## src/rtl/ascon_pkg.sv

```systemverilog
// Shared constants and types for the Ascon decrypt release gate.
package ascon_pkg;

    localparam int unsigned ASCON_DATA_W = 128;
    localparam int unsigned ASCON_KEEP_W = 16;

    localparam logic [1:0] ASCON_STATUS_PASS     = 2'b01;
    localparam logic [1:0] ASCON_STATUS_FAIL     = 2'b10;
    localparam logic [1:0] ASCON_STATUS_OVERFLOW = 2'b11;

    typedef enum logic [2:0] {
        ST_FILL,
        ST_OVERFLOW,
        ST_WAIT_TAG,
        ST_RELEASE,
        ST_DROP,
        ST_STATUS
    } gate_state_e;

    // Width of one buffered entry: {tlast, tdata[, tkeep]}.
    function automatic int unsigned beat_width(input int unsigned keep_support);
        return 1 + ASCON_DATA_W + ((keep_support != 0) ? ASCON_KEEP_W : 0);
    endfunction

endpackage

```

## src/rtl/ascon_beat_buffer.sv

```systemverilog
// Single-clock FIFO holding one plaintext message; combinational head,
// single-cycle clear that takes priority over push and pop.
module ascon_beat_buffer #(
    parameter int unsigned aw = 4,
    parameter int unsigned dw = 145
) (
    input  logic          clk_i,
    input  logic          rst_ni,
    input  logic          push_i,
    input  logic [dw-1:0] wdata_i,
    input  logic          pop_i,
    input  logic          clear_i,
    output logic [dw-1:0] head_o,
    output logic          full_o,
    output logic          empty_o
);

    localparam int unsigned DEPTH = 2 ** aw;

    logic [dw-1:0] mem_q [DEPTH];
    logic [aw-1:0] wr_ptr_q, wr_ptr_d;
    logic [aw-1:0] rd_ptr_q, rd_ptr_d;
    logic [aw:0]   count_q, count_d;
    logic          do_push, do_pop;

    assign full_o  = (count_q == (aw + 1)'(DEPTH));
    assign empty_o = (count_q == '0);
    assign head_o  = mem_q[rd_ptr_q];
    assign do_push = push_i && !full_o;
    assign do_pop  = pop_i && !empty_o;

    // Next-state for pointers and occupancy.
    always_comb begin
        wr_ptr_d = wr_ptr_q;
        rd_ptr_d = rd_ptr_q;
        count_d  = count_q;
        if (clear_i) begin
            wr_ptr_d = '0;
            rd_ptr_d = '0;
            count_d  = '0;
        end else begin
            if (do_push) wr_ptr_d = wr_ptr_q + 1'b1;
            if (do_pop)  rd_ptr_d = rd_ptr_q + 1'b1;
            case ({do_push, do_pop})
                2'b10:   count_d = count_q + 1'b1;
                2'b01:   count_d = count_q - 1'b1;
                default: count_d = count_q;
            endcase
        end
    end

    // Pointer and occupancy registers.
    always_ff @(posedge clk_i or negedge rst_ni) begin
        if (!rst_ni) begin
            wr_ptr_q <= '0;
            rd_ptr_q <= '0;
            count_q  <= '0;
        end else begin
            wr_ptr_q <= wr_ptr_d;
            rd_ptr_q <= rd_ptr_d;
            count_q  <= count_d;
        end
    end

    // Storage array; contents need no reset since occupancy gates every read.
    always_ff @(posedge clk_i) begin
        if (do_push && !clear_i) mem_q[wr_ptr_q] <= wdata_i;
    end

endmodule

```

## src/rtl/axis_ascon_release_gate.sv

```systemverilog
// Holds one decrypted message until its tag-compare result arrives, then
// releases it on pass or discards it on fail/overflow, with one status word
// per message.
module axis_ascon_release_gate
    import ascon_pkg::*;
#(
    parameter int unsigned aw           = 4,
    parameter int unsigned keep_support = 1
) (
    input  logic                    clk,
    input  logic                    resetn,
    input  logic                    s_tvalid,
    output logic                    s_tready,
    input  logic                    s_tlast,
    input  logic [ASCON_DATA_W-1:0] s_tdata,
    input  logic [ASCON_KEEP_W-1:0] s_tkeep,
    input  logic                    s_tag_tvalid,
    output logic                    s_tag_tready,
    input  logic [ASCON_DATA_W-1:0] s_tag_tdata,
    output logic                    m_tvalid,
    input  logic                    m_tready,
    output logic                    m_tlast,
    output logic [ASCON_DATA_W-1:0] m_tdata,
    output logic [ASCON_KEEP_W-1:0] m_tkeep,
    output logic                    m_status_tvalid,
    input  logic                    m_status_tready,
    output logic [1:0]              m_status_tdata
);

    localparam int unsigned DW = beat_width(keep_support);

    gate_state_e state_q;
    logic        ovf_q;
    logic [1:0]  status_q;
    logic        run_q;   // holds s_tready low until the first edge after reset

    logic          buf_push, buf_pop, buf_clear, buf_full, buf_empty;
    logic [DW-1:0] wr_entry, head_entry;
    logic          tag_hs, s_hs;

    if (keep_support != 0) begin : g_keep
        assign wr_entry = {s_tlast, s_tdata, s_tkeep};
        assign m_tkeep  = head_entry[ASCON_KEEP_W-1:0];
    end else begin : g_nokeep
        assign wr_entry = {s_tlast, s_tdata};
        assign m_tkeep  = '1;
    end

    assign m_tlast = head_entry[DW-1];
    assign m_tdata = head_entry[DW-2 -: ASCON_DATA_W];

    ascon_beat_buffer #(
        .aw (aw),
        .dw (DW)
    ) u_buffer (
        .clk_i   (clk),
        .rst_ni  (resetn),
        .push_i  (buf_push),
        .wdata_i (wr_entry),
        .pop_i   (buf_pop),
        .clear_i (buf_clear),
        .head_o  (head_entry),
        .full_o  (buf_full),
        .empty_o (buf_empty)
    );

    // Handshake and buffer control decoded from the current state.
    always_comb begin
        s_tready        = 1'b0;
        s_tag_tready    = 1'b0;
        m_tvalid        = 1'b0;
        m_status_tvalid = 1'b0;
        m_status_tdata  = status_q;
        buf_push        = 1'b0;
        buf_pop         = 1'b0;
        buf_clear       = 1'b0;
        case (state_q)
            ST_FILL: begin
                s_tready  = run_q && !buf_full;
                buf_push  = s_tvalid && s_tready;
                buf_clear = buf_full;
            end
            ST_OVERFLOW: s_tready = 1'b1;
            ST_WAIT_TAG: begin
                s_tag_tready = 1'b1;
                buf_clear    = s_tag_tvalid && ovf_q;
            end
            ST_RELEASE: begin
                m_tvalid = !buf_empty;
                buf_pop  = m_tvalid && m_tready;
            end
            ST_DROP:   buf_clear = 1'b1;
            ST_STATUS: m_status_tvalid = 1'b1;
            default: ;
        endcase
    end

    assign s_hs   = s_tvalid && s_tready;
    assign tag_hs = s_tag_tvalid && s_tag_tready;

    // Message sequencing: fill, await tag, release or discard, report status.
    always_ff @(posedge clk or negedge resetn) begin
        if (!resetn) begin
            state_q  <= ST_FILL;
            ovf_q    <= 1'b0;
            status_q <= '0;
            run_q    <= 1'b0;
        end else begin
            run_q <= 1'b1;
            case (state_q)
                ST_FILL: begin
                    // Reaching full while still in FILL means the newest entry lacked tlast.
                    if (buf_full) begin
                        state_q <= ST_OVERFLOW;
                        ovf_q   <= 1'b1;
                    end else if (s_hs && s_tlast) begin
                        state_q <= ST_WAIT_TAG;
                    end
                end
                ST_OVERFLOW: begin
                    if (s_hs && s_tlast) state_q <= ST_WAIT_TAG;
                end
                ST_WAIT_TAG: begin
                    if (tag_hs) begin
                        if (ovf_q) begin
                            state_q  <= ST_STATUS;
                            status_q <= ASCON_STATUS_OVERFLOW;
                        end else if (s_tag_tdata == '0) begin
                            state_q <= ST_RELEASE;
                        end else begin
                            state_q <= ST_DROP;
                        end
                    end
                end
                ST_RELEASE: begin
                    if (buf_pop && m_tlast) begin
                        state_q  <= ST_STATUS;
                        status_q <= ASCON_STATUS_PASS;
                    end
                end
                ST_DROP: begin
                    state_q  <= ST_STATUS;
                    status_q <= ASCON_STATUS_FAIL;
                end
                ST_STATUS: begin
                    if (m_status_tready) begin
                        state_q <= ST_FILL;
                        ovf_q   <= 1'b0;
                    end
                end
                default: state_q <= ST_FILL;
            endcase
        end
    end

endmodule

```

## config.mk

```make
export PLATFORM = sky130hd
export DESIGN_NAME = axis_ascon_release_gate
export DESIGN_NICKNAME = d
export VERILOG_FILES = /design/src/rtl/ascon_pkg.sv /design/src/rtl/ascon_beat_buffer.sv /design/src/rtl/axis_ascon_release_gate.sv
export SDC_FILE = /design/constraint.sdc
export NUM_CORES = 2
export LEC_CHECK = 0
export BUFFER_PORTS_ARGS = -buffer_cell sky130_fd_sc_hd__buf_2
export CAP_MARGIN = 20
export CORE_MARGIN = 10
export CORE_UTILIZATION = 45
export DETAILED_ROUTE_END_ITERATION = 10
export GPL_ROUTABILITY_DRIVEN = 0
export PLACE_DENSITY = 0.73
export SLEW_MARGIN = 20
export SYNTH_ARGS = -nofsm -noshare
export SYNTH_HDL_FRONTEND = slang
export SYNTH_SLANG_ARGS = --single-unit
```

## constraint.sdc

```tcl
create_clock -name clk -period 13.71 [get_ports clk]
set_input_delay 1.371 -clock clk [delete_from_list [all_inputs] [get_ports clk]]
set_output_delay 1.371 -clock clk [all_outputs]
set_load 0.05 [all_outputs]
```

Word level (Yosys, flattened, before mapping)
Memories as Yosys holds them, arrays and structs flattened.
Cells that the tools add are included.

word-level totals
  memory bits (read-only) = 0
  logic and storage cells = 80
  output and inout port bits = 151
  register bits after elaboration = 20
  bits in writable memories = 2,320
  bits in latches = 0
  input port bits = 279
  memories kept = 1

operators by class
  equality and inequality tests = 13
  bitwise operators = 0
  magnitude comparators = 0
  reductions and logical operators = 25
  shifts and indexed selects = 0
  multiplexer cells = 30
  add/sub/neg operators = 4
  multipliers = 0
  divide/modulo/power cells = 0

memories
  memory          depth  width  read ports  clocked after memory_dff  write ports  RTL line                 source
  u_buffer.mem_q  16     145    1           0                         1            ascon_beat_buffer.sv:20  logic [dw-1:0] mem_q [DEPTH];

operators by type and width
  kind                                              count
  logical NOT 128 bit                               1
  2-to-1 mux 3 bit                                  7
  one-hot mux 3 bit (6 select lines)                1
  2-to-1 mux 4 bit                                  4
  logical AND 1 bit                                 11
  inequality test 2 bit, second input constant      5
  one-hot mux 5 bit (2 select lines)                1
  2-to-1 mux 1 bit                                  9
  adder 4 x 1 -> 4 bit, second input constant       2
  == test 3 x 2 -> 1 bit, second input constant     2
  == test 3 bit, second input constant              2
  2-to-1 mux 2 bit                                  3
  one-hot mux 2 bit (3 select lines)                1
  AND reduction 3 bit                               2
  nonzero test 2 bit                                3
  nonzero test 3 bit                                2
  adder 5 x 1 -> 5 bit, second input constant       1
  == test 5 bit, second input constant              1
  logical NOT 5 bit                                 1
  2-to-1 mux 5 bit                                  1
  subtractor 5 x 1 -> 5 bit, second input constant  1
  one-hot mux 1 bit (2 select lines)                2
  AND reduction 4 bit                               1
  == test 3 x 1 -> 1 bit, second input constant     1
  5 further kinds                                   7

Longest topological paths before layout
  word-level depth = 9
  mapped depth = 10
  mapped depth without buffers = 9

Cells and area by module
Synthesis repeated with hierarchy kept, for this count alone.

second synthesis, totals
  cell total of the unflattened synthesis = 3,767
  area total of the unflattened synthesis = 88,332.2 um^2

by module, submodules not included
  module                   times used  cells an instance  sequential area each (um^2)  area an instance (um^2)
  ascon_beat_buffer        1           3,660              69,992.1                     87,574.0
  axis_ascon_release_gate  1           107                175.2                        758.2

Worst setup path after synthesis
Ideal clock, no wire load.

  path kind = input -> register
  start point = input s_tvalid
  end point = memory u_buffer.mem_q[0][0] (enable)
  setup time = 0.828 ns
  slack = 1.097 ns
  data required time = 12.882 ns
  stages = 5
  path buffers = 1
  arrival time = 11.786 ns
  cells stage by stage = nor2b_1 -> o2111a_1 -> buf_2 -> nand2_1 -> nor3_1

on the way
  longest elaborated chain between the ends = 6

RTL lines
  element                                 RTL line                       source
  start: declaration                      axis_ascon_release_gate.sv:12  input logic s_tvalid,
  logical AND 1 bit                       axis_ascon_release_gate.sv:80  buf_push = s_tvalid && s_tready;
  2-to-1 mux 1 bit                        axis_ascon_release_gate.sv:77  case (state_q)
  logical AND 1 bit                       ascon_beat_buffer.sv:29        assign do_push = push_i && !full_o;
  logical AND 1 bit                       ascon_beat_buffer.sv:67        if (do_push && !clear_i) mem_q[wr_ptr_q] <= wdata_i;
  2-to-1 mux 1 bit                        ascon_beat_buffer.sv:67
  2-to-1 mux 1 bit (implied by the code)  ascon_beat_buffer.sv:67
  end: declaration                        ascon_beat_buffer.sv:20

No other way between the ends.

Worst setup path after layout
  start point = register u_buffer.rd_ptr_q[1]
  end point = output m_tdata[108]

on the way
  longest elaborated chain between the ends = 1

RTL lines
  element                     RTL line                       source
  start: declaration          ascon_beat_buffer.sv:22        logic [aw-1:0] rd_ptr_q, rd_ptr_d;
  start signal: assignment    ascon_beat_buffer.sv:60        rd_ptr_q <= rd_ptr_d;
  memory read (16 x 145 bit)  -
  end: declaration            axis_ascon_release_gate.sv:23  output logic [ASCON_DATA_W-1:0] m_tdata,

No other way between the ends.

==> qor.csv <==
stage;metric;value;unit
outcome;status;completed;
clock_tree;holdBufCountCts;0;
clock_tree;cts_max_path_buffers;3;
power_and_ir_drop;peakVddDrop;0.151;mV
final_layout;final_common_cell;edfxtp_1;
clock_tree;cts-resized-gates;0;
sta;fmax;157;MHz
floorplan;start_util;45.3;%
clock_tree;cts_setup_buffers;0;
final_layout;stdcell_area;101000;µm²
sta;skew;62.4;ps
setup_path;start_kind;flip-flop;
setup_path;crit_fanout;72;
floorplan;coreArea;195000;µm²
sta;setup_viol;0;
final_layout;area_growth;14.3;%
worst_hold_path;hold_path.class;input pin to async pin;
synth;async_flop_share;0.855;%
synth;synth_edf_count;2320;
floorplan;die-area;215000;µm²
synth;yosys_warnings;0;
global_routing;antenna_found_initial;57;
sta;setup_tns;0;ps
sta;drv_slew;0;
global_routing;grt_pass1_wl;295;mm
route;post_drt_wl_per_cell;29.6;µm
power_and_ir_drop;p_per_area;172;nW/µm²
floorplan;pin_count;430;
floorplan;rows;162;
place;dp.final_hpwl;104;mm
sta;period_needed;6370;ps
final_layout;fill_cells;14600;
floorplan;die_y;463;µm
final_layout;layout_common_cells;edfxtp_1, mux4_2, buf_2;
setup_path;endpoint_kind;primary output;
global_routing;top_usage_layer;met2;
route;via_count;39900;
global_routing;gr-usage-met3;4.60;%
clock_tree;insertion_delay;860;ps
route;remaining_drc_errors;0;
global_routing;globalRouteMet2Util;30.7;%
place;portBuffers;429;
sta;worstMarginPinSlew;1100;ps
synth;ys_seq_elements;2340;
sta;hold_viol_final;0;
setup_path;required;12340;ps
run;drv_cap;0;
synth;synth_area;88400;µm²
global_routing;grt_max_degree;125;
route;viasPerCell;5.87;
sta;relSlewSlack;26.6;%
clock_tree;numCtsBuffers;223;
route;drt_iter0_markers;3892;
synth;ys_types;49;
global_routing;grt_pass1_vias;41600;
clock_tree;cts_root_buffer;clkbuf_16;
final_layout;fin_util;51.7;%
synth;syn_area_per_cell;25.9;µm²
global_routing;grt_usage;18.5;%
synth;synth_cells;3413;
floorplan;die_x;463;µm
sta;post-route-period-util;46.5;%
clock_tree;cts_sinks;2340;
final_layout;final_nets;4260;
synth;synth_ff_type;edfxtp_1;
setup_path;path_class;flip-flop to primary output;
synth;synth_nets;3699;
synth;synth_seq_area_share;79.4;%
global_routing;grt_use_met1;24.2;%
global_routing;grt_overflow;0;
power_and_ir_drop;power_leakage;30.8;nW
clock_tree;ctsHtreeMaxLevel;4;
setup_path;cp_data_arrival_time;5000;ps
final_layout;drive_gt1_share;37.5;%
route;dr.pass1.iters;6;
route;wirelength;202;mm
sta;rsz0062_at_grt;no;
clock_tree;tritoncts;done;
place;dpl-instance-area;93800;µm²
clock_tree;clkTransAtPathRegs;70;ps
route;ant_nets;0;
[worst max-delay path: stages (launching register included)]
cell	delay (ps)
dfrtp_4	1060
buf_4	680
buf_4	870
mux4_2	420
mux4_2	580
buf_2	260
[report_power, final]
group / switching (mW) / internal [mW]
registers: 0.0941 / 7.96
logic: 1.89 / 1.42
clock network: 2.59 / 3.38
[per-layer routing]
layer	vias to the layer above	wire [µm]
li1	16200	-
met1	21500	78300
met2	1749	101000
met3	385	15800
met4	44	6270
met5	-	255
[Yosys cell counts (4+ instances only)]
cell type	n	area (µm²)
dfrtp_1	20	500
nand2_1	15	56.3
ha_1	7	87.6
clkbuf_1	79	297
nor2b_1	4	25.0
mux4_2	724	16300
nor2_1	27	101
xor2_1	6	52.6
buf_1	15	56.3
nand3_1	4	20.0
a21oi_1	7	35.0
edfxtp_1	2320	69700
buf_6	15	169
buf_2	60	300
nand4_1	11	68.8
inv_1	6	22.5
o21ai_0	8	40.0
nor4_1	34	213
nand2b_1	4	25.0
nor3_1	6	30.0
[worst paths after layout]
kind                                           start                     end  slack (ps)  depth (start not counted)
max in group asynchronous                     resetn    u_buffer.rd_ptr_q[2]       12820                          1
worst max register to register            state_q[1]  u_buffer.mem_q[11][75]        8900                          6
worst min-delay path                          resetn       m_status_tdata[1]         460                          1
worst max-delay path            u_buffer.rd_ptr_q[1]            m_tdata[108]        7340                          5
min in group clk                   m_status_tdata[1]       m_status_tdata[1]         510                          2
worst min register to register     m_status_tdata[1]       m_status_tdata[1]         510                          2
[cell type report]
| type | instances | area (µm²) | share of cell area, % |
|---|---|---|---|
| tap | 2624 | 3280 | 3.25 |
| antenna | 16 | 40.0 | 0.0396 |
| clock inverter | 125 | 1280 | 1.27 |
| sequential | 2340 | 70200 | 69.5 |
| clock buffer | 283 | 5850 | 5.79 |
| timing repair buffer | 506 | 2850 | 2.82 |
| multi-input combinational | 896 | 17500 | 17.3 |
| inverter | 7 | 26.3 | 0.0260 |
[logic make-up after synthesis]
family,after synthesis,share of synthesized area [%]
flip-flops,2340,79.4
XOR/XNOR,8,0.0793
AO/OA/AOI/OAI,39,0.306
other,1,0.00424
AND/OR/NAND/NOR,114,0.698
adder cells (fa/ha/maj),7,0.0991
buffers and inverters,177,0.968
multiplexers,727,18.5
[state kept, by name (all words and copies together), names as in the netlist]
register           flops
ovf_q                  1
u_buffer.wr_ptr_q      4
run_q                  1
u_buffer.rd_ptr_q      4
u_buffer.count_q       5
m_status_tdata         2
state_q                3
u_buffer.mem_q      2320
[metrics by stage]
stage	worst slack, ps	hold slack [ps]	total power [mW]	instances
after floorplan	1100	564	10.8	3413
after global placement	8190	497	11.5	6373
after detailed placement	8140	485	11.6	6373
after CTS	7240	389	17.5	6781
after global routing	7060	444	17.9	6793
final	7340	456	17.3	6797
Note: power is estimated with default switching activity, not from simulation.
